`src/rtl/ip_pkg.sv`:
```
// Shared definitions for the IPv4 header inserter: FSM encoding, fixed header
// constants, the latched per-frame field bundle and the header word mux.
// Ports: none (package only).
package ip_pkg;

  typedef enum logic [1:0] {
    IDLE   = 2'd0,
    CALC   = 2'd1,
    HEADER = 2'd2,
    DATA   = 2'd3
  } ip_state_e;

  localparam logic [7:0]  IP_VER_IHL    = 8'h45;
  localparam logic [7:0]  IP_TOS        = 8'h00;
  localparam logic [15:0] IP_FLAGS_FRAG = 16'h4000;
  localparam logic [7:0]  IP_PROTO_UDP  = 8'h11;
  localparam int          IP_HDR_BYTES  = 20;

  // Per-frame header fields, captured at SOF and held until the next frame.
  typedef struct packed {
    logic [31:0] src;
    logic [31:0] dst;
    logic [15:0] tot_len;
    logic [15:0] ident;
    logic [7:0]  ttl;
  } ip_fields_t;

  // 16-bit header word 'idx' (0..9). Word 5 is the checksum; pass 0 for it
  // when summing the header to compute the checksum.
  function automatic logic [15:0] hdr_word(input ip_fields_t f,
                                           input logic [15:0] chk,
                                           input logic [3:0]  idx);
    logic [15:0] w;
    w = '0;
    case (idx)
      4'd0:    w = {IP_VER_IHL, IP_TOS};
      4'd1:    w = f.tot_len;
      4'd2:    w = f.ident;
      4'd3:    w = IP_FLAGS_FRAG;
      4'd4:    w = {f.ttl, IP_PROTO_UDP};
      4'd5:    w = chk;
      4'd6:    w = f.src[31:16];
      4'd7:    w = f.src[15:0];
      4'd8:    w = f.dst[31:16];
      4'd9:    w = f.dst[15:0];
      default: w = '0;
    endcase
    return w;
  endfunction

endpackage

```
`src/rtl/ip_checksum.sv`:
```
// IPv4 header checksum: sum of ten header words, two end-around folds, invert.
// Latency: 3 cycles from start_i to done_o; csum_o holds until the next start.
// Backpressure: none; a start simply restarts the pipeline.
// Ports: clk_i, rst_i (sync, active-high), start_i, fields_i (frame fields),
//        csum_o (registered checksum), done_o (one-cycle pulse).
module ip_checksum
  import ip_pkg::*;
(
  input  logic        clk_i,
  input  logic        rst_i,
  input  logic        start_i,
  input  ip_fields_t  fields_i,
  output logic [15:0] csum_o,
  output logic        done_o
);

  logic [19:0] sum_d;
  logic [19:0] sum_q;
  logic [16:0] fold1_q;
  logic [15:0] csum_q;
  logic        s1_q;
  logic        s2_q;
  logic        done_q;

  // Ten 16-bit words fit in 20 bits without overflow.
  always_comb begin
    sum_d = '0;
    for (int i = 0; i < IP_HDR_BYTES / 2; i++) begin
      sum_d = sum_d + {4'h0, hdr_word(fields_i, 16'h0000, 4'(i))};
    end
  end

  always_ff @(posedge clk_i) begin
    if (rst_i) begin
      sum_q   <= '0;
      fold1_q <= '0;
      csum_q  <= '0;
      s1_q    <= 1'b0;
      s2_q    <= 1'b0;
      done_q  <= 1'b0;
    end else begin
      s1_q   <= start_i;
      s2_q   <= s1_q;
      done_q <= s2_q;
      if (start_i) sum_q <= sum_d;
      // First fold can itself carry out of bit 15, hence the second fold.
      if (s1_q) fold1_q <= {1'b0, sum_q[15:0]} + {13'h0, sum_q[19:16]};
      if (s2_q) csum_q  <= ~(fold1_q[15:0] + {15'h0, fold1_q[16]});
    end
  end

  assign csum_o = csum_q;
  assign done_o = done_q;

endmodule

```
`src/rtl/ip_datagram.sv`:
```
// Prepends a 20-byte IPv4 header to each UDP datagram on an 8-bit AXI-Stream.
// Latency: SOF seen -> header byte 0 after 4 cycles; payload then passes through combinationally.
// Backpressure: honours m_axis_tready in HEADER/DATA; upstream stalled during CALC/HEADER.
// Ports: s_axis_aclk, rst (sync, active-high); IP_* header fields; ip_enable
//        (0 = bypass); s_axis_* upstream bytes (tuser = SOF); m_axis_* IPv4 bytes.
module ip_datagram
  import ip_pkg::*;
(
  input  logic        s_axis_aclk,
  input  logic        rst,
  input  logic [31:0] IP_SrcAddr,
  input  logic [31:0] IP_DestAddr,
  input  logic [15:0] IP_TotLen,
  input  logic [15:0] IP_Ident,
  input  logic [7:0]  IP_TTL,
  input  logic        ip_enable,
  input  logic [7:0]  s_axis_tdata,
  input  logic        s_axis_tlast,
  input  logic        s_axis_tuser,
  input  logic        s_axis_tvalid,
  output logic        s_axis_tready,
  output logic [7:0]  m_axis_tdata,
  output logic        m_axis_tlast,
  output logic        m_axis_tuser,
  output logic        m_axis_tvalid,
  input  logic        m_axis_tready
);

  ip_state_e   state_q, state_d;
  logic [4:0]  idx_q, idx_d;
  ip_fields_t  fields_q, fields_d;
  logic        bypass_q, bypass_d;
  logic        calc_start;
  logic [15:0] csum;
  logic        csum_done;
  logic [15:0] hdr_w;
  logic        sof;

  assign sof   = s_axis_tvalid & s_axis_tuser;
  assign hdr_w = hdr_word(fields_q, csum, idx_q[4:1]);

  // Fed with the next-state fields so the sum starts on the SOF cycle itself;
  // done arrives in the third CALC cycle.
  ip_checksum u_csum (
    .clk_i    (s_axis_aclk),
    .rst_i    (rst),
    .start_i  (calc_start),
    .fields_i (fields_d),
    .csum_o   (csum),
    .done_o   (csum_done)
  );

  always_ff @(posedge s_axis_aclk) begin
    if (rst) begin
      state_q  <= IDLE;
      idx_q    <= '0;
      fields_q <= '0;
      bypass_q <= 1'b0;
    end else begin
      state_q  <= state_d;
      idx_q    <= idx_d;
      fields_q <= fields_d;
      bypass_q <= bypass_d;
    end
  end

  always_comb begin
    state_d       = state_q;
    idx_d         = idx_q;
    fields_d      = fields_q;
    bypass_d      = bypass_q;
    calc_start    = 1'b0;
    s_axis_tready = 1'b0;
    m_axis_tdata  = 8'h00;
    m_axis_tvalid = 1'b0;
    m_axis_tuser  = 1'b0;
    m_axis_tlast  = 1'b0;

    case (state_q)
      IDLE: begin
        if (!ip_enable) begin
          // Bypass: wire straight through; only a multi-beat frame needs DATA.
          m_axis_tdata  = s_axis_tdata;
          m_axis_tvalid = s_axis_tvalid;
          m_axis_tuser  = s_axis_tuser;
          m_axis_tlast  = s_axis_tlast;
          s_axis_tready = m_axis_tready;
          if (sof && m_axis_tready && !s_axis_tlast) begin
            state_d  = DATA;
            bypass_d = 1'b1;
          end
        end else begin
          // Drop stray beats, but leave the SOF beat in place for DATA.
          s_axis_tready = ~s_axis_tuser;
          if (sof) begin
            state_d    = CALC;
            bypass_d   = 1'b0;
            calc_start = 1'b1;
            fields_d   = '{src: IP_SrcAddr, dst: IP_DestAddr, tot_len: IP_TotLen,
                           ident: IP_Ident, ttl: IP_TTL};
          end
        end
      end

      CALC: begin
        idx_d = '0;
        if (csum_done) state_d = HEADER;
      end

      HEADER: begin
        m_axis_tvalid = 1'b1;
        m_axis_tdata  = idx_q[0] ? hdr_w[7:0] : hdr_w[15:8];
        m_axis_tuser  = (idx_q == 5'd0);
        if (m_axis_tready) begin
          if (idx_q == 5'(IP_HDR_BYTES - 1)) begin
            idx_d   = '0;
            state_d = DATA;
          end else begin
            idx_d = idx_q + 5'd1;
          end
        end
      end

      DATA: begin
        m_axis_tdata  = s_axis_tdata;
        m_axis_tvalid = s_axis_tvalid;
        m_axis_tlast  = s_axis_tlast;
        // The upstream SOF marker now sits inside the packet; only bypass keeps it.
        m_axis_tuser  = bypass_q & s_axis_tuser;
        s_axis_tready = m_axis_tready;
        if (s_axis_tvalid && m_axis_tready && s_axis_tlast) state_d = IDLE;
      end

      default: state_d = IDLE;
    endcase
  end

endmodule

```
`config.mk`:
```
export PLATFORM = sky130hd
export DESIGN_NAME = ip_datagram
export DESIGN_NICKNAME = d
export VERILOG_FILES = /design/src/rtl/ip_pkg.sv /design/src/rtl/ip_checksum.sv /design/src/rtl/ip_datagram.sv
export SDC_FILE = /design/constraint.sdc
export NUM_CORES = 1
export LEC_CHECK = 0
export ABC_AREA = 1
export BUFFER_PORTS_ARGS = -buffer_cell sky130_fd_sc_hd__buf_4
export CAP_MARGIN = 20
export CORE_ASPECT_RATIO = 1.4
export CORE_MARGIN = 2
export CORE_UTILIZATION = 25
export CTS_CLUSTER_SIZE = 12
export DETAILED_ROUTE_END_ITERATION = 8
export MAX_ROUTING_LAYER = met4
export PLACE_DENSITY = 0.5
export SLEW_MARGIN = 10
export SYNTH_ARGS = -nofsm -noshare
export SYNTH_HDL_FRONTEND = slang
export SYNTH_SLANG_ARGS = --single-unit
export TNS_END_PERCENT = 5
```
`constraint.sdc`:
```
create_clock -name s_axis_aclk -period 14 [get_ports s_axis_aclk]
set_clock_uncertainty 0.1 [all_clocks]
set_input_delay 2.1 -clock s_axis_aclk [delete_from_list [all_inputs] [get_ports s_axis_aclk]]
set_output_delay 2.1 -clock s_axis_aclk [all_outputs]
set_load 0.05 [all_outputs]
```
==> metrics.yaml <==
status: "finished clean"
cp-start-kind: "input port"
fin_crit_ns: 7.50
arrival_ns: 7.76
critPathRequiredTime_ns: 14.25
final_nets: 2028
reg2reg_slack_ns: 7.47
p_leak_nw: 6.87
synth_cell_type_count: 40
drcViolationCount: 0
drt_iter0_markers: 601
worst_pin_slew_ns: 1.15
area_growth_pct: 17.9
crit_path_end_kind: "flip-flop"
hold_path.class: "reg2reg"
r2r_end: "u_csum.sum_q[14]$_SDFFE_PP0P_"
finalSetupViolations: 0
postCtsHoldBufs: 0
cts.clk_slew.worst_paths_ns: 0.07
grt_antenna_before_repair: 0
ys_warn_count: 0
yosys_register_bits: 168
avgRoutedWirePerCell_um: 16.9
netlist.area_leader.share_pct: 28.5
fin_setup_tns_ns: 0
overflow: 0
first_pass_iters: 8
h-tree-depth: 4
cts_sinks: 168
cts_tree: "built"
drt-total-wl_mm: 41.0
max-cap-violations: 0
crit_fanout: 126
ys.flop_type: "dfxtp_1"
rsz0062_at_grt: "no"
initial_utilization_pct: 25.2
numCtsBuffers: 17
cts_resized: 0
io_buffers: 130
synth_top_cell_by_area: "dfxtp_1"
avgViaCountPerCell: 4.42
die_w_um: 188
core_mm2: 0.0468
dp_slack_ns: 6.03
seq_area_frac_synth_pct: 28.5
post-route-period-util_pct: 53.6
syn_nets: 1928
ant_nets: 0
postCtsSetupBuffers: 0
critPathCapture: "u_csum.sum_q[14]$_SDFFE_PP0P_"
slew_headroom_pct: 22.9
antenna_cells: 0
hold_viol_final: 0
grt_pass1_wl_mm: 62.8
cts.path.max_buffers: 2
worst_slack_ns: 6.50
vias: 10700
placed_cells: 2389
reg2reg_depth: 27
grt_pass1_vias: 11100
power-per-cell-area_mw_per_mm2: 182
synth.area.top_cells: "dfxtp_1, fa_1, nand2_1"
die_y_um: 261
synth_edf_count: 0
gp_congestion: 0.885
io_pins: 131
grt_use_total_pct: 17.5
stdcell_count: 2421
fp.dieArea_mm2: 0.0490
num_rows: 94
criticalPathCategory: "in2reg"
r2r-start: "state_q[1]$_SDFFE_PP0P_"
netlist_instances: 1684
fmax_ghz: 0.133
syn-cell-area_mm2: 0.0118
root_buffer: "clkbuf_16"
drive_above_1_share_pct: 12.4
clk_latency_ns: 0.46
syn_area_per_cell_um2: 7.01
dp_hpwl_mm: 31.9
drv_slew: 0
async_reset_ff_share_pct: 0
peakVddDrop_v: 0.000106
cp-startpoint: "s_axis_tuser"
grt_max_degree: 127
==> sequential cells by signal (all words and copies together), names as in the netlist <==
name and flops:
bypass_q 1, fields_q 104, idx_q 5, state_q 2, u_csum.csum_o 16, u_csum.done_o 1
u_csum.fold1_q 17, u_csum.s1_q 1, u_csum.s2_q 1, u_csum.sum_q 20
==> power breakdown <==
part	internal (mW)	total [mW]	switching, mW
logic	0.533	1.50	0.967
clock network	0.249	0.477	0.228
registers	0.519	0.550	0.0319
total	1.30	2.53	1.23
==> worst min path at each step <==
stage | from | to | slack [ns] | depth (start not counted)
2_1_floorplan | bypass_q$_SDFFE_PP0P_ | bypass_q$_SDFFE_PP0P_ | 0.34 | 2
3_3_place_gp | u_csum.fold1_q[16]$_SDFFE_PP0P_ | u_csum.fold1_q[16]$_SDFFE_PP0P_ | 0.36 | 2
3_5_place_dp | bypass_q$_SDFFE_PP0P_ | bypass_q$_SDFFE_PP0P_ | 0.37 | 2
4_1_cts | bypass_q$_SDFFE_PP0P_ | bypass_q$_SDFFE_PP0P_ | 0.38 | 2
5_1_grt | u_csum.fold1_q[16]$_SDFFE_PP0P_ | u_csum.fold1_q[16]$_SDFFE_PP0P_ | 0.41 | 2
6_report | u_csum.fold1_q[16]$_SDFFE_PP0P_ | u_csum.fold1_q[16]$_SDFFE_PP0P_ | 0.38 | 2
==> worst max-delay path, stage by stage <==
cell,delay (ns)
buf_4,0.10
nand2_2,0.09
nor2_8,0.12
buf_12,0.44
inv_2,0.13
buf_4,0.39
or2_2,0.37
o21ai_0,0.10
inv_1,0.08
fa_1,0.48
fa_1,0.55
inv_1,0.06
fa_1,0.54
inv_1,0.06
fa_1,0.48
ha_1,0.37
a21oi_1,0.21
nand2_1,0.13
nand2_1,0.08
nand2_1,0.12
nand2_1,0.13
nand2_1,0.06
nand2_1,0.05
nand3_1,0.16
nand2_1,0.14
inv_1,0.05
==> stage by stage <==
stage,power [mW],instance area [um2],utilization (%),hold WS (ns)
after floorplan,1.66,11800,-,0.339
after global placement,2.08,13300,28.5,0.364
after detailed placement,2.07,13300,28.5,0.373
after CTS,2.56,13900,29.7,0.383
after global routing,2.79,13900,29.7,0.408
final,2.53,13900,29.7,0.380
==> layout make-up <==
cell class	count	area, um2
Sequential cell	168	3360
Tap cell	624	781
Clock inverter	15	141
Clock buffer	17	425
Timing Repair Buffer	141	1080
Inverter	304	1140
Fill cell	5187	32900
Multi-Input combinational cell	1152	6980
==> placed cells by master (no fill, tap or decap), types with 3 or more instances in the layout <==
cell,Yosys,routed
o21ai_1,31,31
nor2_2,7,7
a21oi_1,69,69
nand2_1,359,359
nand3_1,105,105
mux2i_1,39,39
clkinv_1,4,4
o21ai_0,76,76
o211ai_1,9,9
inv_2,5,5
or2_0,29,29
nor2_1,208,208
buf_4,10,139
fa_1,72,72
inv_6,0,6
ha_1,53,53
xor2_1,15,15
clkbuf_16,0,17
and2_1,4,4
nand2_2,5,5
nand4_1,7,7
inv_1,295,295
clkinv_2,0,3
dfxtp_1,168,168
nor3_1,15,15
a31oi_1,5,5
or2_2,27,27
==> metal layers <==
layer,routed length (um),share of wire [%],GRT usage [%]
met1,16100,39,18.1
met2,21300,52,32.2
met3,1730,4.2,3.03
met4,1920,4.7,8.77
met5,0,0,-
==> cell usage after synthesis, types with 4 or more instances <==
cell      number
nand2_1      359
inv_1        295
nor2_1       208
dfxtp_1      168
nand3_1      105
o21ai_0       76
fa_1          72
a21oi_1       69
ha_1          53
mux2i_1       39
o21ai_1       31
or2_0         29
clkbuf_1      28
or2_2         27
nor3_1        15
xor2_1        15
buf_2         13
buf_4         10
o211ai_1       9
nand4_1        7
nor2_2         7
a31oi_1        5
buf_6          5
inv_2          5
nand2_2        5
and2_1         4
buf_1          4
clkinv_1       4
==> kinds of logic (layout without fill, tap and decap cells) <==
family                   count (synthesis)  in the layout  share of synthesized area (%)
buffers and inverters                  364            477                           12.4
AO/OA/AOI/OAI                          198            198                           8.83
adder cells (fa/ha/maj)                125            125                           17.8
multiplexers                            40             40                           3.40
XOR/XNOR                                17             17                           1.26
flip-flops                             168            168                           28.5
AND/OR/NAND/NOR                        772            772                           27.8
Power figures use the tool's default switching activity.
